==> src/rtl/uart_cmd_ctrl_pkg.sv <==
// Shared constants, state encoding and checksum helper for the UART
// command controller.
package uart_cmd_ctrl_pkg;

    localparam logic [7:0] HEADER      = 8'h55;
    localparam logic [7:0] CMD_WR      = 8'h01;
    localparam logic [7:0] CMD_RD      = 8'h02;
    localparam int         TIMEOUT_DIV = 1000;

    typedef enum logic [2:0] {
        ST_IDLE = 3'd0,
        ST_CMD  = 3'd1,
        ST_ADDR = 3'd2,
        ST_DATA = 3'd3,
        ST_CHK  = 3'd4
    } state_t;

    function automatic logic [7:0] calc_chk(input logic [7:0] cmd,
                                            input logic [7:0] addr,
                                            input logic [7:0] data);
        return cmd ^ addr ^ data;
    endfunction

endpackage

==> src/rtl/uart_byte_timer.sv <==
// Clearable inter-byte timeout counter; expired is high while the count
// sits at CYCLES-1 (the count holds there until cleared).
module uart_byte_timer #(
    parameter int CYCLES = 50000
) (
    input  logic clk,
    input  logic rst_n,
    input  logic clr,
    output logic expired
);

    localparam int CW = (CYCLES > 2) ? $clog2(CYCLES) : 1;
    localparam logic [CW-1:0] LAST = CW'(CYCLES - 1);

    logic [CW-1:0] count_r;

    // Count idle cycles, clearing on request and holding at the terminal value
    always_ff @(posedge clk or negedge rst_n) begin
        if (!rst_n) begin
            count_r <= '0;
        end else if (clr) begin
            count_r <= '0;
        end else if (count_r != LAST) begin
            count_r <= count_r + CW'(1);
        end else begin
            count_r <= count_r;
        end
    end

    assign expired = (count_r == LAST);

endmodule

==> src/rtl/uart_cmd_ctrl.sv <==
// Frame parser: 0x55 CMD ADDR DATA CHK -> register write/read strobes,
// with checksum/command validation and an inter-byte timeout.
module uart_cmd_ctrl
    import uart_cmd_ctrl_pkg::*;
#(
    parameter int CLOCK_FREQ = 50000000
) (
    input  logic       clk,
    input  logic       rst_n,
    input  logic [7:0] rx_byte,
    input  logic       rx_valid,
    output logic       wr_en,
    output logic       rd_en,
    output logic [7:0] addr,
    output logic [7:0] wdata,
    output logic       frame_err,
    output logic [7:0] err_count,
    output logic       busy
);

    localparam int TIMEOUT_CYCLES = CLOCK_FREQ / TIMEOUT_DIV;

    state_t     state_r, state_nxt_s;
    logic [7:0] cmd_r, addr_cap_r, data_cap_r;
    logic       expired_s, timer_clr_s;
    logic       do_wr_s, do_rd_s, do_err_s;

    assign timer_clr_s = rx_valid || (state_r == ST_IDLE);

    uart_byte_timer #(.CYCLES(TIMEOUT_CYCLES)) u_timer (
        .clk     (clk),
        .rst_n   (rst_n),
        .clr     (timer_clr_s),
        .expired (expired_s)
    );

    // State register
    always_ff @(posedge clk or negedge rst_n) begin
        if (!rst_n) begin
            state_r <= ST_IDLE;
        end else begin
            state_r <= state_nxt_s;
        end
    end

    // Next state and frame verdict; an accepted byte takes priority over timeout
    always_comb begin
        state_nxt_s = state_r;
        do_wr_s     = 1'b0;
        do_rd_s     = 1'b0;
        do_err_s    = 1'b0;
        if (rx_valid) begin
            case (state_r)
                ST_IDLE: begin
                    if (rx_byte == HEADER) begin
                        state_nxt_s = ST_CMD;
                    end else begin
                        state_nxt_s = ST_IDLE;
                    end
                end
                ST_CMD:  state_nxt_s = ST_ADDR;
                ST_ADDR: state_nxt_s = ST_DATA;
                ST_DATA: state_nxt_s = ST_CHK;
                ST_CHK: begin
                    state_nxt_s = ST_IDLE;
                    if (rx_byte != calc_chk(cmd_r, addr_cap_r, data_cap_r)) begin
                        do_err_s = 1'b1;
                    end else if (cmd_r == CMD_WR) begin
                        do_wr_s = 1'b1;
                    end else if (cmd_r == CMD_RD) begin
                        do_rd_s = 1'b1;
                    end else begin
                        do_err_s = 1'b1;
                    end
                end
                default: state_nxt_s = ST_IDLE;
            endcase
        end else if (expired_s && (state_r != ST_IDLE)) begin
            state_nxt_s = ST_IDLE;
            do_err_s    = 1'b1;
        end else begin
            state_nxt_s = state_r;
        end
    end

    // Capture CMD/ADDR/DATA bytes as they arrive
    always_ff @(posedge clk or negedge rst_n) begin
        if (!rst_n) begin
            cmd_r      <= 8'h00;
            addr_cap_r <= 8'h00;
            data_cap_r <= 8'h00;
        end else if (rx_valid) begin
            case (state_r)
                ST_CMD:  cmd_r      <= rx_byte;
                ST_ADDR: addr_cap_r <= rx_byte;
                ST_DATA: data_cap_r <= rx_byte;
                default: cmd_r      <= cmd_r;
            endcase
        end else begin
            cmd_r <= cmd_r;
        end
    end

    // Registered strobes, held address/data and saturating error count
    always_ff @(posedge clk or negedge rst_n) begin
        if (!rst_n) begin
            wr_en     <= 1'b0;
            rd_en     <= 1'b0;
            frame_err <= 1'b0;
            addr      <= 8'h00;
            wdata     <= 8'h00;
            err_count <= 8'h00;
        end else begin
            wr_en     <= do_wr_s;
            rd_en     <= do_rd_s;
            frame_err <= do_err_s;
            if (do_wr_s) begin
                addr  <= addr_cap_r;
                wdata <= data_cap_r;
            end else if (do_rd_s) begin
                addr  <= addr_cap_r;
            end else begin
                addr  <= addr;
            end
            if (do_err_s && (err_count != 8'hFF)) begin
                err_count <= err_count + 8'd1;
            end else begin
                err_count <= err_count;
            end
        end
    end

    assign busy = (state_r != ST_IDLE);

endmodule

==> config.mk <==
export PLATFORM = sky130hd
export DESIGN_NAME = uart_cmd_ctrl
export DESIGN_NICKNAME = d
export VERILOG_FILES = /design/src/rtl/uart_cmd_ctrl_pkg.sv /design/src/rtl/uart_byte_timer.sv /design/src/rtl/uart_cmd_ctrl.sv
export SDC_FILE = /design/constraint.sdc
export NUM_CORES = 1
export LEC_CHECK = 0
export CAP_MARGIN = 20
export CORE_MARGIN = 5
export CORE_UTILIZATION = 40
export DETAILED_ROUTE_END_ITERATION = 10
export GPL_TIMING_DRIVEN = 0
export PLACE_DENSITY = 0.67
export SETUP_SLACK_MARGIN = 0.3
export SLEW_MARGIN = 20
export SYNTH_ARGS = -nofsm -noshare
export SYNTH_HDL_FRONTEND = slang
export SYNTH_HIERARCHICAL = 1
export SYNTH_SLANG_ARGS = --single-unit
==> constraint.sdc <==
create_clock -name clk -period 4.75 [get_ports clk]
set_clock_uncertainty 0.2 [all_clocks]
set_input_delay 1.425 -clock clk [delete_from_list [all_inputs] [get_ports clk]]
set_output_delay 1.425 -clock clk [all_outputs]
set_load 0.05 [all_outputs]
* Yosys cells after proc, flatten, opt, wreduce, memory -nomap -nowiden
Cells that the tools add are included.
** Cells by class
- Bitwise operators :: 2
- Eq/ne operators :: 11
- $add $sub $neg :: 2
- Reductions and logical operators :: 11
- Mux-type cells :: 23
** Operators by type and width (number)
- 2-to-1 mux 16 bit :: 2
- adder 16 x 1 -> 16 bit, second input constant :: 1
- equality test 16 bit, second input constant :: 1
- 2-to-1 mux 1 bit :: 16
- 2-to-1 mux 8 bit :: 2
- != test 16 bit, second input constant :: 1
- XOR 8 bit :: 2
- one-hot mux 3 bit (4 select lines) :: 1
- adder 8 x 1 -> 8 bit, second input constant :: 1
- equality test 8 x 1 -> 1 bit, second input constant :: 1
- equality test 8 x 2 -> 1 bit, second input constant :: 1
- equality test 8 x 7 -> 1 bit, second input constant :: 1
- != test 8 bit :: 1
- != test 8 bit, second input constant :: 1
- equality test 3 x 2 -> 1 bit, second input constant :: 2
- 2-to-1 mux 3 bit :: 2
- AND reduction 2 bit :: 3
- nonzero test 2 bit :: 3
- equality test 3 x 1 -> 1 bit, second input constant :: 1
- equality test 3 bit, second input constant :: 1
- logical NOT 3 bit :: 1
- nonzero test 3 bit :: 1
- logical AND 1 bit :: 2
- logical OR 1 bit :: 1
** Word-level totals
- Flip-flop bits (word level) :: 70

* Longest topological paths before layout
Gate-level depths: netlist (run 1).
- Word-level depth :: 8
- Gate-level depth with buffers :: 8

* Modules after synthesis
Netlist (run 1), hierarchy kept.
** By module, submodules not included
- uart_cmd_ctrl :: area each 2486.1 um^2, seq. area each 1351.3 um^2, instances 1, cells each 187
- uart_byte_timer :: area each 905.9 um^2, seq. area each 400.4 um^2, instances 1, cells each 93

* Worst setup path after synthesis (run 1)
Ideal clock, no wire load.
- Path type :: in2reg
- Start :: in rx_byte[1]
- End :: reg wdata[0]
- Path slack :: 1.390 ns
- Path buffers :: 1
- Required time :: 4.425 ns
- Stages on the path :: 7
- Data arrival time :: 3.035 ns
- Cell sequence :: xor2_1 xnor2_1 nor4_2 nand3_2 or3_1 buf_6 mux2_4
** Between the ends
- Cells in the longest elaborated chain, start to end :: 4
** RTL lines
- start, declared :: line uart_cmd_ctrl.sv:10 : input logic [7:0] rx_byte,
- != test 8 bit :: line uart_cmd_ctrl.sv:66 : if (rx_byte != calc_chk(cmd_r, addr_cap_r, data_cap_r)) begin
- 2-to-1 mux 1 bit :: line uart_cmd_ctrl.sv:66
- 2-to-1 mux 1 bit :: line uart_cmd_ctrl.sv:53 : case (state_r)
- 2-to-1 mux 1 bit :: line uart_cmd_ctrl.sv:52 : if (rx_valid) begin
- end signal, assigned :: line uart_cmd_ctrl.sv:119 : wdata <= data_cap_r;
- end, declared :: line uart_cmd_ctrl.sv:15 : output logic [7:0] wdata,
Every way passes these cells.
A chain may end at the register's enable or synchronous reset.

* Final worst setup path (run 1)
- Start :: reg state_r[1]
- End :: out busy
** Between the ends
- Cells in the longest elaborated chain, start to end :: 1
** RTL lines
- start, declared :: line uart_cmd_ctrl.sv:23 : state_t state_r, state_nxt_s;
- start signal, assigned :: line uart_cmd_ctrl.sv:42 : state_r <= state_nxt_s;
- nonzero test 3 bit :: line uart_cmd_ctrl.sv:133 : assign busy = (state_r != ST_IDLE);
- end, declared :: line uart_cmd_ctrl.sv:18 : output logic busy
Every way passes these cells.

==> results.toml, run 1 <==
[run_status]
status = "finished clean"

[power]
power_density_nw_per_um2 = 511
peakVddDrop_mv = 0.308
leakagePower_nw = 1.71

[worst_setup_path]
r2r_slack_ps = 1750
critical_path_required_ps = 3120
crit_buf_inv = 3
critPathMaxStageDelay_ps = 860
critical_path.max_fanout = 8
path_cells = "clkbuf_1, or3_1, clkbuf_1, clkdlybuf4s50_1"
startpoint = "state_r[1]"
critPathTopFamily = "buffers and inverters"
crit_top_cell = "clkbuf_1"
crit_path_top_delay_cell = "clkdlybuf4s50_1"
crit_path_start_kind = "flop"
worst-setup-path-type = "reg -> out"
r2r-start = "u_timer/count_r[10]"
critPathCaptureType = "output port"
arrival_ps = 2220
r2r-end = "err_count[1]"
crit_cells = 4
ff2ff_path_depth = 7

[die]
io_pins = 39
fp.dieH_um = 102
placementRows = 33
die_area_sq_um = 10400
die_w_um = 102
initial_core_util_pct = 41.1
coreArea_sq_um = 8260

[detailed_routing]
drt_iter0_drc = 69
ant_nets = 0
drtPass1Iterations = 4
post_drt_wl_per_cell_um = 15.2
viasPerCell = 5.30
drc = 0
num_vias = 2325
drt-total-wl_um = 6680

[clock_tree]
post_cts.repair.setup_buffers = 0
numCtsBuffers = 9
cts_max_level = 3
path_clk_slew_ps = 70
postCtsHoldBufs = 0
cts_tree = "built"
cts_buffer_depth = 2
ctsResizeCount = 0
cts_root_buf = "clkbuf_8"
cts_sinks = 70
clock_latency_ps = 340

[layout]
finalNetCount = 343
multi_input_comb_area_sq_um = 1590
fin_cells = 439
fin_util_pct = 49.8
syn_to_final_growth_pct = 21.2
fill_cells = 744
fin_area_sq_um = 4110
n_antenna_cell = 0
drive_above_1_share_pct = 21.3
seq_area_sq_um = 1750

[synth]
synth_top_area_share_pct = 51.6
synthCells = 280
synth_nets = 293
ys_ff_latch = 70
ys_types = 43
yosys-top-cells-area = "dfrtp_1, mux2_2, xnor2_1, mux2_4, xor2_1"
yosys_warnings = 6
yosys.area.top_type = "dfrtp_1"
seq_area_frac_synth_pct = 51.6
avgSynthCellArea_sq_um = 12.1
netlist_area_sq_um = 3390

[timing]
timing.fmax_mhz = 260
holdWs_ps = 312
slew_headroom_pct = 41.4
post-route-min-period_ps = 3840
drv_slew = 0
setup_ws_ps = 906
period_share_pct = 80.9
rsz0062_at_grt = "no"
setup_viol = 0
tightest_slew_ps = 876
hold_viol = 0

[global_route]
gr-usage-all-layers_pct = 13.8
grt_pass1_vias = 2236
grt_max_degree = 37
grt-ovfl-total = 0
grt_pass1_wl_um = 11100
antenna_found_initial = 0

[placement]
placed_cell_area_sq_um = 3920
hpwl_um = 4710
dp_slack_ps = 579
gp_congestion = 0.820
port_buffers = 38
dp.cells = 424

[min_path]
hold_path.class = "reg -> reg"
whs_endpoint = "addr[4]"
hold_start = "addr[4]"
whs_path_depth = 1

[job]
cap_violations = 0
[per-layer routing]
layer / GRT usage [%] / up-vias / wire length [um]
met5: 0 / - / 0
met4: 6.66 / 0 / 144
met3: 2.66 / 14 / 195
met2: 21.3 / 42 / 3130
met1: 18.7 / 1159 / 3200
li1: - / 1110 / -
[layout by cell type, fill, tap and decap left out, types with 8 or more instances in the layout]
cell             Yosys  final
a21oi_1             11     11
clkbuf_8             0     10
clkdlybuf4s50_1      0     37
dfrtp_1             70     70
mux2_2              36     36
mux2_4               9      9
nand2_1             13     13
nand3_1             11     11
nor2_1              12     12
nor2b_1              8      8
xnor2_1             22     22
xor2_1              10     10
[kinds of logic (layout without fill, tap and decap cells)]
family                   after synthesis  count (layout)  share of synthesized area, %
AND/OR/NAND/NOR                       91              91                          16.7
multiplexers                          46              46                          16.2
adder cells (fa/ha/maj)                2               2                         0.738
flip-flops                            70              70                          51.6
buffers and inverters                 11              65                          1.51
XOR/XNOR                              32              32                          8.26
AO/OA/AOI/OAI                         28              28                          4.94
[state kept, by name, indices dropped and copies added (netlist names)]
name / flops
wdata: 8
u_timer/count_r: 16
state_r: 3
data_cap_r: 8
addr_cap_r: 8
rd_en: 1
wr_en: 1
frame_err: 1
addr: 8
err_count: 8
cmd_r: 8
[through the flow]
stage | power [mW] | TNS [ps]
2_1_floorplan | 1.45 | 0
3_5_place_dp | 1.65 | 0
6_report | 2.10 | 0
5_1_grt | 2.22 | 0
3_3_place_gp | 1.63 | -26870
4_1_cts | 2.12 | 0
[cell usage after synthesis, drive strengths merged]
cell / count
dfrtp: 70
mux2: 45
xnor2: 22
nand2: 13
nor2: 13
nand3: 12
a21oi: 11
xor2: 10
nor2b: 8
nor4: 7
or3: 6
nand4: 5
o21ai: 5
o31ai: 5
or4: 5
and3: 4
buf: 4
clkbuf: 4
a31oi: 3
inv: 3
nand2b: 3
nor3: 3
ha: 2
nand3b: 2
nand4bb: 2
nor4b: 2
o21a: 2
or3b: 2
a22o: 1
and4: 1
mux2i: 1
nand4b: 1
nor4bb: 1
o211ai: 1
or2b: 1
[worst max-delay path by stage]
| stage | endpoint | slack (ps) |
|---|---|---|
| floorplan | wdata[0] | 1390 |
| global placement | wdata[0] | -390 |
| detailed placement | addr[3] | 580 |
| CTS | busy | 890 |
| global route | busy | 770 |
| finish | busy | 910 |
[where the power goes]
part	internal, mW	switching, mW
Combinational	0.360	0.398
Sequential	0.740	0.135
Clock	0.252	0.213
Total	1.35	0.746
[area by class of cell]
type,count,share of cell area [%]
Timing Repair Buffer,39,9.68
Clock buffer,11,3.44
Sequential cell,70,42.6
Clock inverter,4,1.16
Inverter,3,0.274
Tap cell,105,3.20
Buffer,8,0.974
Multi-Input combinational cell,199,38.7
Note: power is estimated with default switching activity, not from simulation.
==> run 2: changes to the inputs <==
==> constraint.sdc (replaced) <==
create_clock -name clk -period 4 [get_ports clk]
set_clock_uncertainty 0.2 [all_clocks]
set_input_delay 1.2 -clock clk [delete_from_list [all_inputs] [get_ports clk]]
set_output_delay 1.2 -clock clk [all_outputs]
set_load 0.05 [all_outputs]
==> run 2 against run 1 <==
Final area is 0.18% higher. Non-clock buffer count unchanged. Largest cell class unchanged. Register-to-register slack worse by 740 ps. Sequential share of layout area fell by 0.078 points. Flip-flop and latch count unchanged. Cell count unchanged. Highest routed layer unchanged. Count of clock-buffer cells in the layout is the same. Clock power increased by 18%. Largest power group unchanged. Die area stayed put. Sequential power rose by 19%. Power grew 18%. Global-route usage stayed put.
==> results.toml, run 2 (synthesis results as in run 1) <==
[run_status]
status = "finished clean"

[layout]
largest_reg_flops = 16
fill_cells = 745
n_antenna_cell = 0
layout_commonest_cell = "dfrtp_1"
regMostFlops = "u_timer/count_r"
syn_to_final_growth_pct = 21.4
finalNetCount = 343
drive_above_1_share_pct = 21.3
final_cell_mix = "dfrtp_1, mux2_2, clkdlybuf4s50_1"
fin_area_sq_um = 4120

[worst_setup_path]
critical_path_required_ps = 4020
critPathMaxStageDelay_ps = 580
critical_path.max_fanout = 8
crit_path_start_kind = "primary input"
worst-setup-path-type = "in -> reg"
crit_path_top_delay_cell = "clkdlybuf4s50_1"
startpoint = "rx_byte[6]"
arrival_ps = 3600
ff2ff_path_depth = 7
path_cells = "clkdlybuf4s50_1, xnor2_1, xnor2_1, nor4_2, nand3_2, or3_1, buf_6, mux2_4"
crit_buf_inv = 2
r2r-end = "err_count[1]"
critPathCaptureType = "flop"
r2r_slack_ps = 1010
crit_top_cell = "xnor2_1"
r2r-start = "u_timer/count_r[10]"
critPathTopFamily = "simple AND/OR/NAND/NOR gates"

[min_path]
hold_start = "addr[4]"
hold_path.class = "reg -> reg"
whs_endpoint = "addr[4]"
whs_path_depth = 1

[clock_tree]
path_clk_slew_ps = 70
cts_buffer_depth = 2
numCtsBuffers = 9
cts_tree = "built"
post_cts.repair.setup_buffers = 0
cts_root_buf = "clkbuf_8"
clock_latency_ps = 330
cts_sinks = 70
cts_max_level = 3

[die]
die_area_sq_um = 10400
die_w_um = 102
placementRows = 33
initial_core_util_pct = 41.1
fp.dieH_um = 102
coreArea_sq_um = 8260
io_pins = 39

[placement]
port_buffers = 38
gp_congestion = 0.820
placed_cell_area_sq_um = 3920
hpwl_um = 4710

[detailed_routing]
post_drt_wl_per_cell_um = 15.1
ant_nets = 0
num_vias = 2298
viasPerCell = 5.23
drtPass1Iterations = 4
drt_iter0_drc = 84
drc = 0
drt-total-wl_um = 6650

[timing]
hold_viol = 0
drv_slew = 0
tightest_slew_ps = 859
setup_viol = 0
holdWs_ps = 312
post-route-min-period_ps = 3580
period_share_pct = 89.4
timing.fmax_mhz = 280
rsz0062_at_grt = "no"
slew_headroom_pct = 42.5

[power]
peakVddDrop_mv = 0.365
total_power_mw = 2.49
leakagePower_nw = 1.72
power_density_nw_per_um2 = 604

[global_route]
grt-ovfl-total = 0
grt_pass1_wl_um = 11100
grt_max_degree = 37
gr-usage-all-layers_pct = 13.8
grt_pass1_vias = 2236
antenna_found_initial = 0

[job]
cap_violations = 0
==> run 2: changes by cell type in the layout (fill, tap and decap cells not counted), sizes merged <==
| cell | change |
|---|---|
| clkdlybuf4s50 | -1 |
| dlymetal6s2s | +1 |
==> run 2: metrics by stage <==
| step | util [%] | std cells | setup WS, ps | setup TNS [ps] |
|---|---|---|---|---|
| 2_1_floorplan | - | 280 | 865 | 0 |
| 3_3_place_gp | 47.3 | 423 | -912 | -63620 |
| 3_5_place_dp | 47.5 | 424 | 53.6 | 0 |
| 4_1_cts | 49.8 | 439 | 368 | 0 |
| 5_1_grt | 49.9 | 439 | 300 | 0 |
| 6_report | 49.9 | 439 | 422 | 0 |
==> run 2: worst max path at each step <==
stage	cells after the start	to
after floorplan	7	wdata[0]
after global placement	1	wdata[0]
after detailed placement	7	addr[3]
after CTS	4	busy
after global routing	8	wdata[6]
final	8	wdata[7]
==> run 2: metal layers <==
layer	vias to the layer above	GRT usage (%)	wire length [um]
met2	41	21.3	3150
met3	10	2.66	201
met4	0	6.66	132
li1	1112	-	-
met5	-	0	0
met1	1135	18.7	3170
==> run 2: what timing repair did <==
item	CTS	global route
hold buffers	0	0
gates resized for setup	0	2
setup endpoints to repair	0	2
==> run 2: area by class of cell <==
type                       instances  area, sq um  share of cell area [%]
sequential                        70         1750                    42.5
multi-input combinational        199         1590                    38.7
timing repair buffer              39          400                    9.72
clock buffer                      11          141                    3.43
tap                              105          131                    3.19
clock inverter                     4         47.5                    1.15
buffer                             8         40.0                   0.972
inverter                           3         11.3                   0.273
==> run 2: report_power, final <==
| group | internal (mW) | switching [mW] |
|---|---|---|
| registers | 0.879 | 0.160 |
| logic | 0.427 | 0.472 |
| clock network | 0.300 | 0.249 |
==> variant 1 (config.mk and constraints of run 1) <==
Reset style: synchronous (`rst_n`), changed in 4 clocked blocks.
--- a/src/rtl/uart_byte_timer.sv
+++ b/src/rtl/uart_byte_timer.sv
@@ -16,5 +16,5 @@
 
     // Count idle cycles, clearing on request and holding at the terminal value
-    always_ff @(posedge clk or negedge rst_n) begin
+    always_ff @(posedge clk) begin
         if (!rst_n) begin
             count_r <= '0;
--- a/src/rtl/uart_cmd_ctrl.sv
+++ b/src/rtl/uart_cmd_ctrl.sv
@@ -36,5 +36,5 @@
 
     // State register
-    always_ff @(posedge clk or negedge rst_n) begin
+    always_ff @(posedge clk) begin
         if (!rst_n) begin
             state_r <= ST_IDLE;
@@ -85,5 +85,5 @@
 
     // Capture CMD/ADDR/DATA bytes as they arrive
-    always_ff @(posedge clk or negedge rst_n) begin
+    always_ff @(posedge clk) begin
         if (!rst_n) begin
             cmd_r      <= 8'h00;
@@ -103,5 +103,5 @@
 
     // Registered strobes, held address/data and saturating error count
-    always_ff @(posedge clk or negedge rst_n) begin
+    always_ff @(posedge clk) begin
         if (!rst_n) begin
             wr_en     <= 1'b0;
Function: differs if rst_n is asserted again (counterexample within 4 cycles, from zero or initial values and one cycle with rst_n low); with rst_n held inactive, the same outputs for 10 cycles.
==> variant 1 against run 1 <==
Sequential cell count unchanged. Via count increased by 14%. Hold slack lost 0.049 ns. Synthesized cell count up 30%. Cell area shrank 5.0%. Area after synthesis is 6.0% lower. Global-route usage is 1.1 points higher. Setup slack improved by 0.16 ns. Maximum frequency increased by 4.3%. Routed wire length rose by 4.4%. Sequential share of layout area shrank 6.7 points. Highest routed layer unchanged.
Power is not compared: it rests on default switching activity, and its combinational part moved more than twofold at a synthesized area within 25%.
==> variant 1: results (changes against run 1) <==
{| class="wikitable"
! Metric !! Value
|-
| Outcome || finished clean
|-
| Register-to-register setup slack || 1.78 ns (+0.03 ns)
|-
| Count of mapped cells out of synthesis || 363 (+30%)
|-
| Pin slew with the least headroom to its limit || 0.909 ns (+0.0335 ns)
|-
| Crit share post-route || 77.6% (-3.3 points)
|-
| Critical Path AT || 3.70 ns (+1.48 ns)
|-
| Commonest cells post-synth || 70 x sky130_fd_sc_hd__dfxtp_1, 59 x sky130_fd_sc_hd__nand2_1, 36 x sky130_fd_sc_hd__nor2_1
|-
| Layout Cells excl Fill || 519 (+18%)
|-
| Detail-routed net length per standard cell || 13.4 um (-12%)
|-
| Syn_nets || 376 (+28%)
|-
| Share of flip-flops with an asynchronous set or reset || 0% (-100 points)
|-
| Share of final-layout standard cells stronger than drive strength 1 || 6.24% (-15 points)
|-
| Nets || 425 (+24%)
|-
| Weighted congestion reported at the end of routability-driven placement || 0.840 (+2.5%)
|-
| Flip-flop count of the largest register after layout || 16 (unchanged)
|-
| Wire length of the first global-routing pass || 12000 um (+7.9%)
|-
| Number of global-route vias before repair || 2497 (+12%)
|-
| Destination of the critical timing path || addr[0]
|-
| Post-Place Setup Slack || 0.676 ns (+0.0970 ns)
|-
| Gr usage total || 14.9% (+1.1 points)
|-
| Sequential-to-total area share from yosys stat || 43.9% (-7.7 points)
|-
| Capture instance of the worst register-to-register path || err_count[2]
|-
| Placed cell count || 503 (+19%)
|-
| Largest net degree at the start of global routing || 14 (-62%)
|-
| Via count of the routed design || 2653 (+14%)
|-
| Post-Place Cell Area || 3700 um^2 (-5.7%)
|-
| Launching element of the worst setup path || rx_byte[1]
|-
| Class of the worst hold path || flop to flop
|-
| Synth area leaders || sky130_fd_sc_hd__dfxtp_1 44%, sky130_fd_sc_hd__mux2i_1 8.5%, sky130_fd_sc_hd__xnor2_1 7.4%, sky130_fd_sc_hd__nand2_1 6.9%, sky130_fd_sc_hd__a21oi_1 4.2%
|}
-- variant 1: worst min-delay path by stage --
stage	end	slack, ns	depth (start not counted)	from
floorplan	cmd_r[4]	0.26	2	cmd_r[4]
global placement	wdata[1]	0.25	2	wdata[1]
detailed placement	wdata[1]	0.26	2	wdata[1]
CTS	wdata[1]	0.27	2	wdata[1]
global route	wdata[7]	0.30	2	wdata[7]
finish	wdata[1]	0.26	2	wdata[1]
-- variant 1: final cells by class --
type	count	area, um^2
buffer	14	56.3
clock buffer	10	138
clock inverter	6	68.8
fill	707	3820
inverter	7	26.3
multi-input combinational	272	1710
sequential	70	1400
tap	102	128
timing repair buffer	38	380
-- variant 1: through the flow --
stage / hold WS (ns) / total power, mW
floorplan: 0.261 / 0.618
global placement: 0.248 / 0.638
detailed placement: 0.257 / 0.638
CTS: 0.269 / 1.13
global route: 0.303 / 1.17
finish: 0.263 / 1.12
-- variant 1: logic make-up after synthesis --
kind of cell | Yosys count | synth area share (%)
xor gates and xnor gates | 37 | 10.2
muxes | 27 | 8.47
AOI/OAI and AO/OA | 46 | 8.43
buffers and inverters | 21 | 2.59
and+or+nand+nor | 160 | 25.6
adders and majority gates | 2 | 0.784
DFF | 70 | 43.9
-- variant 1: layer usage --
metal	share of wire, %	wire length, um	track usage [%]
met1	49	3400	20.4
met2	44	3050	22.2
met3	5.1	355	2.95
met4	2.4	165	7.67
met5	0	0	0
-- variant 1: worst max-delay path, stage by stage --
cell and delay [ns]:
sky130_fd_sc_hd__clkdlybuf4s50_1 0.60, sky130_fd_sc_hd__xor2_1 0.21, sky130_fd_sc_hd__xnor2_1 0.14, sky130_fd_sc_hd__nand4_1 0.29, sky130_fd_sc_hd__nor4_4 0.73, sky130_fd_sc_hd__mux2i_1 0.26
sky130_fd_sc_hd__nor2_1 0.05
==> variant 2 (flow settings as in run 1) <==
Made on the original files. `CLOCK_FREQ`: 50000000 -> 12500000.
--- a/src/rtl/uart_cmd_ctrl.sv
+++ b/src/rtl/uart_cmd_ctrl.sv
@@ -4,5 +4,5 @@
     import uart_cmd_ctrl_pkg::*;
 #(
-    parameter int CLOCK_FREQ = 50000000
+    parameter int CLOCK_FREQ = 12500000
 ) (
     input  logic       clk,
Function: no difference found for any inputs over 10 cycles, from zero or initial values and one cycle with rst_n low; that may be too few to reach the edited logic, so the function may still have changed.
==> variant 2 against run 1 <==
Critical path type is now input port to flop. Sequential cell count shrank 2. Cell area shrank 1.9%. Power grew 1.9%. Setup slack lost 0.033 ns. Utilization is essentially flat. Critical endpoint is now addr[6]. Largest power group unchanged. Clock power grew 11%. Area after synthesis shrank 3.4%. Routed wire length shrank 3.1%.
==> variant 2: results (changes against run 1) <==
{| class="wikitable"
! Metric !! Value
|-
| Outcome || finished clean
|-
| Global Route met2 Usage || 21.0% (-0.34 points)
|-
| GRT met1 Usage || 18.5% (-0.23 points)
|-
| Max IR drop VDD || 217 uV (-29%)
|-
| Routed length on met1 || 3110 um (-2.7%)
|-
| Weighted congestion reported at the end of routability-driven placement || 0.760 (-7.3%)
|-
| Largest net degree at the start of global routing || 49 (+32%)
|-
| Synth area leaders || sky130_fd_sc_hd__dfrtp_1 52%, sky130_fd_sc_hd__mux2_2 12%, sky130_fd_sc_hd__xnor2_1 5.9%, sky130_fd_sc_hd__mux2_4 4.1%, sky130_fd_sc_hd__xor2_1 3.2%
|-
| Wire length of the first global-routing pass || 10800 um (-2.2%)
|-
| Count of mapped cells out of synthesis || 265 (-5.4%)
|-
| Switching part of the total || 35.6% (+0.073 points)
|-
| Via density || 5.18 (-2.1%)
|-
| Share of the synthesized area in compound gates (AO/OA/AOI/OAI) || 3.82% (-1.1 points)
|-
| Syn_nets || 278 (-5.1%)
|-
| Pin slew with the least headroom to its limit || 1.02 ns (+0.146 ns)
|-
| Layout Cells excl Fill || 425 (-3.2%)
|-
| FILL cells || 750 (+0.81%)
|-
| Number of CTS-inserted buffers || 9 (unchanged)
|-
| Detailed Place HPWL || 4530 um (-4.0%)
|-
| Largest fanout on the critical path || 8 (unchanged)
|-
| Clock transition at the register clock pins on the worst setup and hold paths after CTS || 0.07 ns (about the same)
|-
| CTS Root Cell || sky130_fd_sc_hd__clkbuf_8
|-
| Placed cell count || 409 (-3.5%)
|-
| Total met3 wirelength after detailed routing || 356 um (+83%)
|-
| Share of final-layout standard cells stronger than drive strength 1 || 22.8% (+1.6 points)
|-
| Commonest cells post-synth || 68 x sky130_fd_sc_hd__dfrtp_1, 36 x sky130_fd_sc_hd__mux2_2, 22 x sky130_fd_sc_hd__xnor2_1
|-
| Number of design-rule violations left by the first detailed-router iteration || 80 (+16%)
|-
| Post-synth cell types || 40 (-7.0%)
|-
| Worst r2r path cells || 7 (unchanged)
|-
| Post-Synth XOR/XNOR Area || 9.08% (+0.82 points)
|-
| Sequential-to-total area share from yosys stat || 51.9% (+0.27 points)
|-
| Fraction of the mapped netlist area in adder cells || 0.763% (+0.026 points)
|-
| Post-Place Cell Area || 3810 um^2 (-2.7%)
|-
| Routed wire length on met2 || 2920 um (-6.8%)
|-
| Flip-flop count of the largest register after layout || 14 (-2)
|-
| Multiplexer share of the synthesized area || 16.8% (+0.56 points)
|-
| Detail-routed net length per standard cell || 15.2 um (+0.14%)
|-
| P_leak || 1.70 nW (-0.69%)
|-
| Number of global-route vias before repair || 2180 (-2.5%)
|-
| Gr usage total || 13.7% (-0.090 points)
|-
| Global routing usage on met3 || 4.15% (+1.5 points)
|-
| Critical Path AT || 3.90 ns (+1.68 ns)
|}
-- variant 2: path summary, 6_finish.rpt --
check | start | to | slack (ns)
min in group asynchronous | rst_n | addr[6] | 0.77
setup reg to reg | u_timer/count_r[0] | err_count[1] | 1.82
setup / recovery | rx_byte[7] | addr[6] | 0.87
max in group asynchronous | rst_n | addr_cap_r[1] | 3.05
hold reg to reg | addr[1] | addr[1] | 0.31
hold / removal | addr[1] | addr[1] | 0.31
-- variant 2: kinds of logic (layout without fill, tap and decap cells) --
kind of cell,after synthesis,in the layout
adders and majority gates,2,2
and+or+nand+nor,84,84
DFF,68,68
xor gates and xnor gates,34,34
buffers and inverters,10,65
muxes,46,46
AOI/OAI and AO/OA,21,21
-- variant 2: cell type report --
type | count | area (um^2) | share of cell area, %
flip-flops and latches | 68 | 1700 | 42.2
inverters | 3 | 11.3 | 0.279
clock buffers | 9 | 124 | 3.07
clock inverters | 7 | 91.3 | 2.27
multi-input cells | 187 | 1530 | 38.0
repair buffers | 39 | 405 | 10.1
plain buffers | 7 | 33.8 | 0.838
well taps | 105 | 131 | 3.26
-- variant 2: critical path, stage by stage --
cell	delay, ns
sky130_fd_sc_hd__clkdlybuf4s50_1	0.58
sky130_fd_sc_hd__xor2_1	0.21
sky130_fd_sc_hd__xnor2_1	0.11
sky130_fd_sc_hd__nor4_2	0.46
sky130_fd_sc_hd__nand3_2	0.18
sky130_fd_sc_hd__nor2_2	0.53
sky130_fd_sc_hd__mux2_2	0.41
-- variant 2: power groups by stage --
stage | clock, mW | sequential (mW) | combinational, mW
finish | 0.517 | 0.859 | 0.763
CTS | 0.531 | 0.859 | 0.772
global route | 0.560 | 0.881 | 0.833
floorplan | 0 | 0.919 | 0.513
detailed placement | 0 | 0.870 | 0.769
global placement | 0 | 0.864 | 0.752
